--- src/rtl/reset_sequencer_pkg.sv ---
// Shared types and constants for the FlippyBit reset sequencer.
package reset_seq_pkg;

  typedef enum logic [2:0] {
    ST_IDLE,
    ST_HOLD,
    ST_WAIT2,
    ST_ACK2,
    ST_WAIT1,
    ST_ACK1,
    ST_WAIT0,
    ST_ACK0
  } state_t;

  localparam logic [1:0] CAUSE_POWERUP  = 2'b00;
  localparam logic [1:0] CAUSE_BUTTON   = 2'b01;
  localparam logic [1:0] CAUSE_GAMEOVER = 2'b10;
  localparam logic [1:0] CAUSE_FAULT    = 2'b11;

  localparam int STAGE_0 = 0;
  localparam int STAGE_1 = 1;
  localparam int STAGE_2 = 2;

  function automatic bit fits_width(input longint unsigned value, input int unsigned width);
    if (width >= 64) return 1'b1;
    return value < (64'd1 << width);
  endfunction

endpackage

--- src/rtl/reset_sequencer_seq_timer.sv ---
// Shared delay counter; o_expire is high on the last cycle of a target-length interval.
module seq_timer #(
  parameter int unsigned CNT_W = 32
) (
  input  logic             clock,
  input  logic             reset,
  input  logic             i_clear,
  input  logic [CNT_W-1:0] i_target,
  output logic             o_expire
);

  logic [CNT_W-1:0] r_count;
  logic [CNT_W-1:0] w_last;

  // A target of zero behaves like a target of one.
  always_comb begin
    w_last = '0;
    if (i_target != '0) w_last = i_target - CNT_W'(1);
  end

  assign o_expire = (r_count == w_last);

  always_ff @(posedge clock or posedge reset) begin
    if (reset)        r_count <= '0;
    else if (i_clear) r_count <= '0;
    else              r_count <= r_count + CNT_W'(1);
  end

endmodule

--- src/rtl/reset_sequencer.sv ---
// Staged release of the three subsystem resets (2 -> 1 -> 0) with request
// arbitration and ack-timeout fault restart.
module reset_sequencer
  import reset_seq_pkg::*;
#(
  parameter int unsigned     CNT_W         = 32,
  parameter longint unsigned HOLD_CYCLES   = 1000,
  parameter longint unsigned STAGE_DELAY_2 = 50000000,
  parameter longint unsigned STAGE_DELAY_1 = 200000000,
  parameter longint unsigned STAGE_DELAY_0 = 250000000,
  parameter longint unsigned ACK_TIMEOUT   = 1000000
) (
  input  logic       clock,
  input  logic       reset,
  input  logic       req_button,
  input  logic       req_gameover,
  input  logic [2:0] stage_ack,
  output logic [2:0] reset_out,
  output logic       busy,
  output logic       done,
  output logic [1:0] cause
);

  if (!(fits_width(HOLD_CYCLES, CNT_W) && fits_width(STAGE_DELAY_2, CNT_W) &&
        fits_width(STAGE_DELAY_1, CNT_W) && fits_width(STAGE_DELAY_0, CNT_W) &&
        fits_width(ACK_TIMEOUT, CNT_W))) begin : g_param_check
    $error("reset_sequencer: a delay parameter does not fit in CNT_W bits");
  end

  localparam logic [CNT_W-1:0] L_HOLD = CNT_W'(HOLD_CYCLES);
  localparam logic [CNT_W-1:0] L_D2   = CNT_W'(STAGE_DELAY_2);
  localparam logic [CNT_W-1:0] L_D1   = CNT_W'(STAGE_DELAY_1);
  localparam logic [CNT_W-1:0] L_D0   = CNT_W'(STAGE_DELAY_0);
  localparam logic [CNT_W-1:0] L_TO   = CNT_W'(ACK_TIMEOUT);

  state_t           r_state, w_state_nxt;
  logic             r_btn_q, r_go_q;
  logic             w_btn_edge, w_go_edge, w_fault, w_restart;
  logic             w_expire, w_timer_clear, w_ack_cur, w_in_ack;
  logic [CNT_W-1:0] w_target;
  logic [2:0]       r_reset_out, w_rst_nxt;
  logic             r_busy, r_done, w_busy_nxt, w_done_nxt;
  logic [1:0]       r_cause, w_cause_nxt;

  assign w_btn_edge = req_button & ~r_btn_q;
  assign w_go_edge  = req_gameover & ~r_go_q;

  always_comb begin
    w_target  = '0;
    w_ack_cur = 1'b0;
    w_in_ack  = 1'b0;
    case (r_state)
      ST_HOLD:  w_target = L_HOLD;
      ST_WAIT2: w_target = L_D2;
      ST_WAIT1: w_target = L_D1;
      ST_WAIT0: w_target = L_D0;
      ST_ACK2:  begin w_target = L_TO; w_in_ack = 1'b1; w_ack_cur = stage_ack[STAGE_2]; end
      ST_ACK1:  begin w_target = L_TO; w_in_ack = 1'b1; w_ack_cur = stage_ack[STAGE_1]; end
      ST_ACK0:  begin w_target = L_TO; w_in_ack = 1'b1; w_ack_cur = stage_ack[STAGE_0]; end
      default:  w_target = '0;
    endcase
  end

  assign w_fault   = w_in_ack & ~w_ack_cur & w_expire;
  assign w_restart = w_btn_edge | w_go_edge | w_fault;

  always_ff @(posedge clock or posedge reset) begin
    if (reset) r_state <= ST_HOLD;
    else       r_state <= w_state_nxt;
  end

  always_comb begin
    w_state_nxt = r_state;
    if (w_restart) begin
      w_state_nxt = ST_HOLD;
    end else begin
      case (r_state)
        ST_HOLD:  if (w_expire)  w_state_nxt = ST_WAIT2;
        ST_WAIT2: if (w_expire)  w_state_nxt = ST_ACK2;
        ST_ACK2:  if (w_ack_cur) w_state_nxt = ST_WAIT1;
        ST_WAIT1: if (w_expire)  w_state_nxt = ST_ACK1;
        ST_ACK1:  if (w_ack_cur) w_state_nxt = ST_WAIT0;
        ST_WAIT0: if (w_expire)  w_state_nxt = ST_ACK0;
        ST_ACK0:  if (w_ack_cur) w_state_nxt = ST_IDLE;
        default:  w_state_nxt = r_state;
      endcase
    end
  end

  // Outputs are decoded from the next state so they change on the same edge as the state.
  always_comb begin
    case (w_state_nxt)
      ST_HOLD, ST_WAIT2: w_rst_nxt = 3'b111;
      ST_ACK2, ST_WAIT1: w_rst_nxt = 3'b011;
      ST_ACK1, ST_WAIT0: w_rst_nxt = 3'b001;
      default:           w_rst_nxt = 3'b000;
    endcase
    w_busy_nxt  = (w_state_nxt != ST_IDLE);
    w_done_nxt  = (r_state == ST_ACK0) && (w_state_nxt == ST_IDLE);
    w_cause_nxt = r_cause;
    if (w_btn_edge)     w_cause_nxt = CAUSE_BUTTON;
    else if (w_go_edge) w_cause_nxt = CAUSE_GAMEOVER;
    else if (w_fault)   w_cause_nxt = CAUSE_FAULT;
  end

  assign w_timer_clear = w_restart | (w_state_nxt != r_state) | (r_state == ST_IDLE);

  seq_timer #(.CNT_W(CNT_W)) u_timer (
    .clock    (clock),
    .reset    (reset),
    .i_clear  (w_timer_clear),
    .i_target (w_target),
    .o_expire (w_expire)
  );

  always_ff @(posedge clock or posedge reset) begin
    if (reset) begin
      r_btn_q     <= 1'b0;
      r_go_q      <= 1'b0;
      r_reset_out <= 3'b111;
      r_busy      <= 1'b1;
      r_done      <= 1'b0;
      r_cause     <= CAUSE_POWERUP;
    end else begin
      r_btn_q     <= req_button;
      r_go_q      <= req_gameover;
      r_reset_out <= w_rst_nxt;
      r_busy      <= w_busy_nxt;
      r_done      <= w_done_nxt;
      r_cause     <= w_cause_nxt;
    end
  end

  assign reset_out = r_reset_out;
  assign busy      = r_busy;
  assign done      = r_done;
  assign cause     = r_cause;

endmodule
--- config.mk ---
export PLATFORM = sky130hd
export DESIGN_NAME = reset_sequencer
export DESIGN_NICKNAME = d
export VERILOG_FILES = /design/src/rtl/reset_sequencer_pkg.sv /design/src/rtl/reset_sequencer_seq_timer.sv /design/src/rtl/reset_sequencer.sv
export SDC_FILE = /design/constraint.sdc
export NUM_CORES = 1
export LEC_CHECK = 0
export ABC_AREA = 0
export BUFFER_PORTS_ARGS = -buffer_cell sky130_fd_sc_hd__buf_2
export CORE_UTILIZATION = 52
export CTS_CLUSTER_DIAMETER = 40
export DETAILED_ROUTE_END_ITERATION = 10
export PLACE_DENSITY = 0.74
export SLEW_MARGIN = 20
export SYNTH_ARGS = -nofsm -noshare
export SYNTH_HDL_FRONTEND = slang
export SYNTH_SLANG_ARGS = --single-unit
--- constraint.sdc ---
create_clock -name clock -period 2.4 [get_ports clock]
set_input_delay 0.48 -clock clock [delete_from_list [all_inputs] [get_ports clock]]
set_output_delay 0.48 -clock clock [all_outputs]
set_load 0.02 [all_outputs]
=== Word-level counts from Yosys, hierarchy flattened ===
Cells that the tools add are included.

* $add $sub $neg: 2
* Eq/ne operators: 15
* Muxes and demuxes: 18
* Bitwise operators: 11
* Reduce and logical (&&, ||, !) cells: 10

{| class="wikitable"
|+ Operator list
! kind !! count
|-
| one-hot mux 28 bit (5 select lines) || 1
|-
| two-way mux 32 bit || 2
|-
| adder 32 x 1 -> 32 bit (second input constant) || 1
|-
| == test 32 bit || 1
|-
| nonzero test 32 bit || 1
|-
| subtractor 28 x 1 -> 29 bit (second input constant) || 1
|-
| two-way mux 3 bit || 8
|-
| == test 3 bit (second input constant) || 7
|-
| one-hot mux 3 bit (7 select lines) || 1
|-
| == test 3 x 2 -> 1 bit (second input constant) || 4
|-
| one-hot mux 3 bit (3 select lines) || 1
|-
| == test 3 x 1 -> 1 bit (second input constant) || 2
|-
| logical NOT 3 bit || 2
|-
| two-way mux 2 bit || 3
|-
| nonzero test 3 bit || 2
|-
| OR reduction 2 bit || 3
|-
| bitwise AND 1 bit || 4
|-
| OR 1 bit || 4
|-
| inequality test 3 bit || 1
|-
| NOT 1 bit || 3
|-
| one-hot mux 1 bit (3 select lines) || 1
|-
| OR reduction 3 bit || 1
|-
| logical AND 1 bit || 1
|-
| two-way mux 1 bit || 1
|}

* Register bits after elaboration: 44
* Bits of input ports: 7
* Output and inout port bits: 7
* Word-level logic and storage cells: 64

=== Depth between registers and ports, before layout ===
* Depth in word-level cells: 13
* Gate-level depth with buffers: 11
* Gate-level depth less buffers: 8

=== Hierarchy ===
Synthesis repeated with hierarchy kept, for this count alone.

* Cells, all modules: 442
* Area total of the unflattened synthesis: 3682.3 um2

{| class="wikitable"
|+ By module, submodules not included
! module !! instances !! cells an instance !! area an instance (um2) !! sequential area each (um2)
|-
| seq_timer || 1 || 363 || 2951.6 || 800.8
|-
| reset_sequencer || 1 || 79 || 730.7 || 306.5
|}

=== Worst setup path after synthesis ===
OpenSTA, ideal clock, no wires.

* Kind: flip-flop to flip-flop
* Start: reg r_state[0]
* End: reg r_done, in the netlist done
* Library setup time: 68 ps
* Arrival: 2312 ps
* Data required time: 2332 ps
* Path slack: 20 ps
* Stages on the path, launching flop included: 10
* Buffers on the path: 1
* Clock period less this slack: 2380 ps
* Cell sequence: dfstp_2 -> nor2b_1 -> or4_1 -> a221oi_2 -> nand4_1 -> nor3_4 -> and3_1 -> buf_4 -> o21a_2 -> and4bb_1

* Cells in the longest elaborated chain, start to end: 11
* Elaborated cells between the ends (all ways): 30
* Classes of those cells: add/sub: 1; eq/ne: 8; mux: 13; bitwise: 4; reduce/logical: 4

{| class="wikitable"
|+ Ends and longest elaborated chain
! element !! line !! text
|-
| from (decl) || reset_sequencer.sv:36 || <nowiki>state_t r_state, w_state_nxt;</nowiki>
|-
| from (signal assigned) || reset_sequencer.sv:69 || <nowiki>else r_state <= w_state_nxt;</nowiki>
|-
| == test 3 bit (tied with other cells) || reset_sequencer.sv:52, reset_sequencer.sv:77, reset_sequencer.sv:99 ||
|-
| OR reduction 3 bit (no line) || - ||
|-
| one-hot mux 28 bit (5 select lines) || reset_sequencer.sv:52 || <nowiki>case (r_state)</nowiki>
|-
| subtractor 28 x 1 -> 29 bit or nonzero test 32 bit (tied branches) || reset_sequencer_seq_timer.sv:18 || <nowiki>if (i_target != '0) w_last = i_target - CNT_W'(1);</nowiki>
|-
| two-way mux 32 bit || reset_sequencer_seq_timer.sv:18 ||
|-
| == test 32 bit || reset_sequencer_seq_timer.sv:21 || <nowiki>assign o_expire = (r_count == w_last);</nowiki>
|-
| two-way mux 3 bit (tied with other cells) || reset_sequencer.sv:83 || <nowiki>ST_WAIT0: if (w_expire) w_state_nxt = ST_ACK0;</nowiki>
|-
| one-hot mux 3 bit (7 select lines) or OR 1 bit (tied branches) || reset_sequencer.sv:77, reset_sequencer.sv:65 ||
|-
| two-way mux 3 bit || reset_sequencer.sv:74 || <nowiki>if (w_restart) begin</nowiki>
|-
| logical NOT 3 bit || reset_sequencer.sv:99 || <nowiki>w_done_nxt = (r_state == ST_ACK0) && (w_state_nxt == ST_IDLE);</nowiki>
|-
| logical AND 1 bit * || reset_sequencer.sv:99 ||
|-
| net w_done_nxt || reset_sequencer.sv:42 || <nowiki>logic r_busy, r_done, w_busy_nxt, w_done_nxt;</nowiki>
|-
| to (signal assigned) || reset_sequencer.sv:129 || <nowiki>r_done <= w_done_nxt;</nowiki>
|-
| to (decl) || reset_sequencer.sv:42 ||
|}

The timed path passes the listed nets; every way through them passes the cells marked *.
A chain may end at the register's enable or synchronous reset.

=== Worst setup path in the final report ===
* Start: reg r_state[1]
* End: reg u_timer.r_count[11]

* Cells in the longest elaborated chain, start to end: 13
* Elaborated cells between the ends (all ways): 33
* Classes of those cells: add/sub: 1; eq/ne: 9; mux: 14; bitwise: 6; reduce/logical: 3

{| class="wikitable"
|+ Ends and longest elaborated chain
! element !! line !! text
|-
| == test 3 bit or == test 3 x 2 -> 1 bit (tied branches) || reset_sequencer.sv:52, reset_sequencer.sv:77 ||
|-
| OR reduction 3 bit (no line) || - ||
|-
| one-hot mux 28 bit (5 select lines) || reset_sequencer.sv:52 ||
|-
| subtractor 28 x 1 -> 29 bit or nonzero test 32 bit (tied branches) || reset_sequencer_seq_timer.sv:18 ||
|-
| two-way mux 32 bit || reset_sequencer_seq_timer.sv:18 ||
|-
| == test 32 bit || reset_sequencer_seq_timer.sv:21 ||
|-
| two-way mux 3 bit (tied with other cells) || reset_sequencer.sv:83 ||
|-
| one-hot mux 3 bit (7 select lines) or OR 1 bit (tied branches) || reset_sequencer.sv:77, reset_sequencer.sv:65 ||
|-
| two-way mux 3 bit || reset_sequencer.sv:74 ||
|-
| inequality test 3 bit || reset_sequencer.sv:106 || <nowiki>assign w_timer_clear = w_restart | (w_state_nxt != r_state) | (r_state == ST_IDLE);</nowiki>
|-
| OR 1 bit || reset_sequencer.sv:106 ||
|-
| OR 1 bit * || reset_sequencer.sv:106 ||
|-
| two-way mux 32 bit * || reset_sequencer_seq_timer.sv:25 || <nowiki>else if (i_clear) r_count <= '0;</nowiki>
|-
| to (signal assigned) || reset_sequencer_seq_timer.sv:26 || <nowiki>else r_count <= r_count + CNT_W'(1);</nowiki>
|-
| to (decl) || reset_sequencer_seq_timer.sv:12 || <nowiki>logic [CNT_W-1:0] r_count;</nowiki>
|}

Every way passes the cells marked *; elsewhere a longest branch is shown, timed or not.

==> flow_summary.toml <==
[grt]
grt_max_degree = 26
gr-total-overflow = 0
first_global_vias = 2095
grt_pass1_wl_um = 10000
grt_usage_pct = 24.6
antenna_found_initial = 0

[synth]
synth_cells = 301
synth-edff-count = 0
syn_area_per_cell_um2 = 8.71
synthFlopType = "dfrtp_1"
synth_nets = 309
synth_async_sr_flop_share_pct = 100
synth_seq_area_share_pct = 42.2
synth-seq-cells = 44
ys_warn_count = 0
ys_types = 55
synthesis.area_um2 = 2620

[worst_setup_path]
reg2reg_slack_ps = -200
start_kind = "register"
r2r-start = "r_state[1]"
critPathMaxStageDelay_ps = 420
crit_path_end_kind = "register"
startpoint = "r_state[1]"
critPathMostFrequentCell = "buf_4"
cp.required_ps = 2640
cp.arrival_ps = 2840
critPathMaxFanout = 7
worstPathCellList = "buf_4, o21ai_2, o21ai_0, or3_1, nand4_1, nor3_4, buf_4, or3_4, buf_12, clkbuf_16, nor2_1"
slowest_stage = "dfrtp_1"
criticalPathCategory = "register to register"

[floorplan]
die_h_um = 73.0
initial_core_util_pct = 54.8
top_level_ports = 14
coreArea_um2 = 4790
dieArea_um2 = 5330
rows = 25
dieWidth_um = 73.0

[pwr]
p_int_mw = 1.19
total_power_mw = 1.54
p_seq_share_pct = 50.1
leakagePower_nw = 1.36
power.switching_uw = 356
switching_share_pct = 23.0
powerDensity_nw_per_um2 = 471
clockPowerShare_pct = 40.1
power_frac_comb_pct = 9.8
vdd_drop_max_v = 0.000324

[run_status]
violations = "setup timing"
outcome = "complete, but fails checks"

[finish]
seq_area_um2 = 1110
layout-drive-gt1-share_pct = 26.0
num-fill-cells = 377
multi_input_area_um2 = 1530
fin_nets = 349
fin_cells = 409
synthToLayoutAreaGrowth_pct = 25.1
post-route-util_pct = 68.6
final_cell_mix = "38 x nor2_1, 38 x dfrtp_1, 31 x nand2_1"
antenna_cells = 0

[detailed_routing]
drc = 0
wl_met2_um = 2990
wl_um = 6250
met3WireLength_um = 239
avgViaCountPerCell = 5.64
top_layer_used = "met4"
via_count = 2307
wl_met1_um = 2930
postRouteAntennaNets = 0
wl_per_cell_um = 15.3
drt_iter0_drc = 133
dr.pass1.iters = 5

[timing]
hold_viol_final = 0
setup_violations = 39
hold_slack_ps = 178
period_share_pct = 108
skew_ps = 10.1
rsz0062_at_grt = "yes"
max-slew-margin-rel_pct = 56.2
post-route-min-period_ps = 2600
tightest_slew_ps = 653
fmax_mhz = 384
maxSlewViolCount = 0
worst_slack_ps = -202

[clock_network]
clock_path_buffers = 2
cts-root-buf = "clkbuf_8"
numCtsBuffers = 5
ctsHoldBuffers = 0
clock-sinks = 44
clkTransAtPathRegs_ps = 90
cts_tree = "yes"
htreeDepth = 2
worstSkewPairLatency_ps = 300

[placement]
detailed_place_hpwl_um = 4360
io_buffers = 13
dp_cells = 396
dp_slack_ps = -60.5
routabilityCongestion = 0.915

[flow_run]
max_cap_viol_count = 0

[worst_hold_path]
hold_class = "input port to async pin"
## power groups by stage
stage / sequential [mW] / combinational, mW / clock (mW)
after floorplan: 0.788 / 0.0658 / 0
after global placement: 0.786 / 0.104 / 0
after detailed placement: 0.786 / 0.106 / 0
after CTS: 0.772 / 0.106 / 0.631
after global routing: 0.776 / 0.168 / 0.662
final: 0.774 / 0.152 / 0.620
## kinds of logic (layout without fill, tap and decap cells)
logic type               Yosys count  count (layout)  synth area share [%]
AND/OR/NAND/NOR                  149             149                  28.5
AO/OA/AOI/OAI                     49              49                  12.6
flip-flops                        44              44                  42.2
XOR/XNOR                          30              30                  10.0
buffers and inverters             22              63                  3.82
multiplexers                       6               6                  2.29
adder cells (fa/ha/maj)            1               1                 0.477
## critical path: cells and delay by family, from the launching register on
family,cells,cell delay (ps)
and+or+nand+nor,5,1130
buffers and inverters,4,610
DFF,1,420
AOI/OAI and AO/OA,2,390
## sequential cells by signal, indices dropped and copies added, names as in the netlist
signal / cells
r_btn_q: 1
busy: 1
cause: 2
reset_out: 3
r_go_q: 1
done: 1
u_timer.r_count: 32
r_state: 3
## through the flow
stage / cell area [µm²] / TNS (ps)
finish: 3280 / -3290
global route: 3280 / -8510
detailed placement: 2940 / -156
global placement: 2940 / -121
floorplan: 2620 / 0
CTS: 3070 / -1860
## repair_timing
item / 4_1_cts / 5_1_grt
pin swaps: 0 / 14
resized for setup: 1 / 39
gates cloned: 0 / 1
buffers inserted: 1 / 3
setup endpoints to repair: 36 / 41
## layer usage
| metal | up-vias | GRT usage, % |
|---|---|---|
| li1 | 1129 | - |
| met1 | 1115 | 33.2 |
| met2 | 53 | 40.0 |
| met3 | 10 | 4.83 |
| met4 | 0 | 7.41 |
| met5 | - | 0 |
## final timing paths
check | end | cells after the start
max reg2reg | u_timer.r_count[11] | 11
max | u_timer.r_count[11] | 11
max in group asynchronous | busy | 3
min in group clock | r_go_q | 1
min | u_timer.r_count[14] | 2
min reg2reg | u_timer.r_count[0] | 1
## cell usage after synthesis, types with 4 or more instances
library cell	instances	area [µm²]
nor2_1	51	191
dfrtp_1	39	976
nand2_1	31	116
xor2_1	21	184
o21ai_0	16	80.1
buf_2	10	50.1
nand3_1	10	50.1
and3_1	9	56.3
xnor2_1	9	78.8
nand4_1	8	50.1
inv_1	6	22.5
mux2i_1	6	60.1
nand2b_1	6	37.5
nor4_1	6	37.5
a21oi_1	5	25.0
dfstp_2	5	131
nor2b_1	5	31.3
clkbuf_1	4	15.0
nor3_1	4	20.0
## layout make-up
class / count / share of cell area (%)
clock inverter: 1 / 0.915
clock buffer: 7 / 2.94
timing repair buffer: 49 / 12.4
sequential: 44 / 33.8
multi-input combinational: 235 / 46.7
tap: 67 / 2.55
inverter: 6 / 0.686
Power figures use the tool's default switching activity.
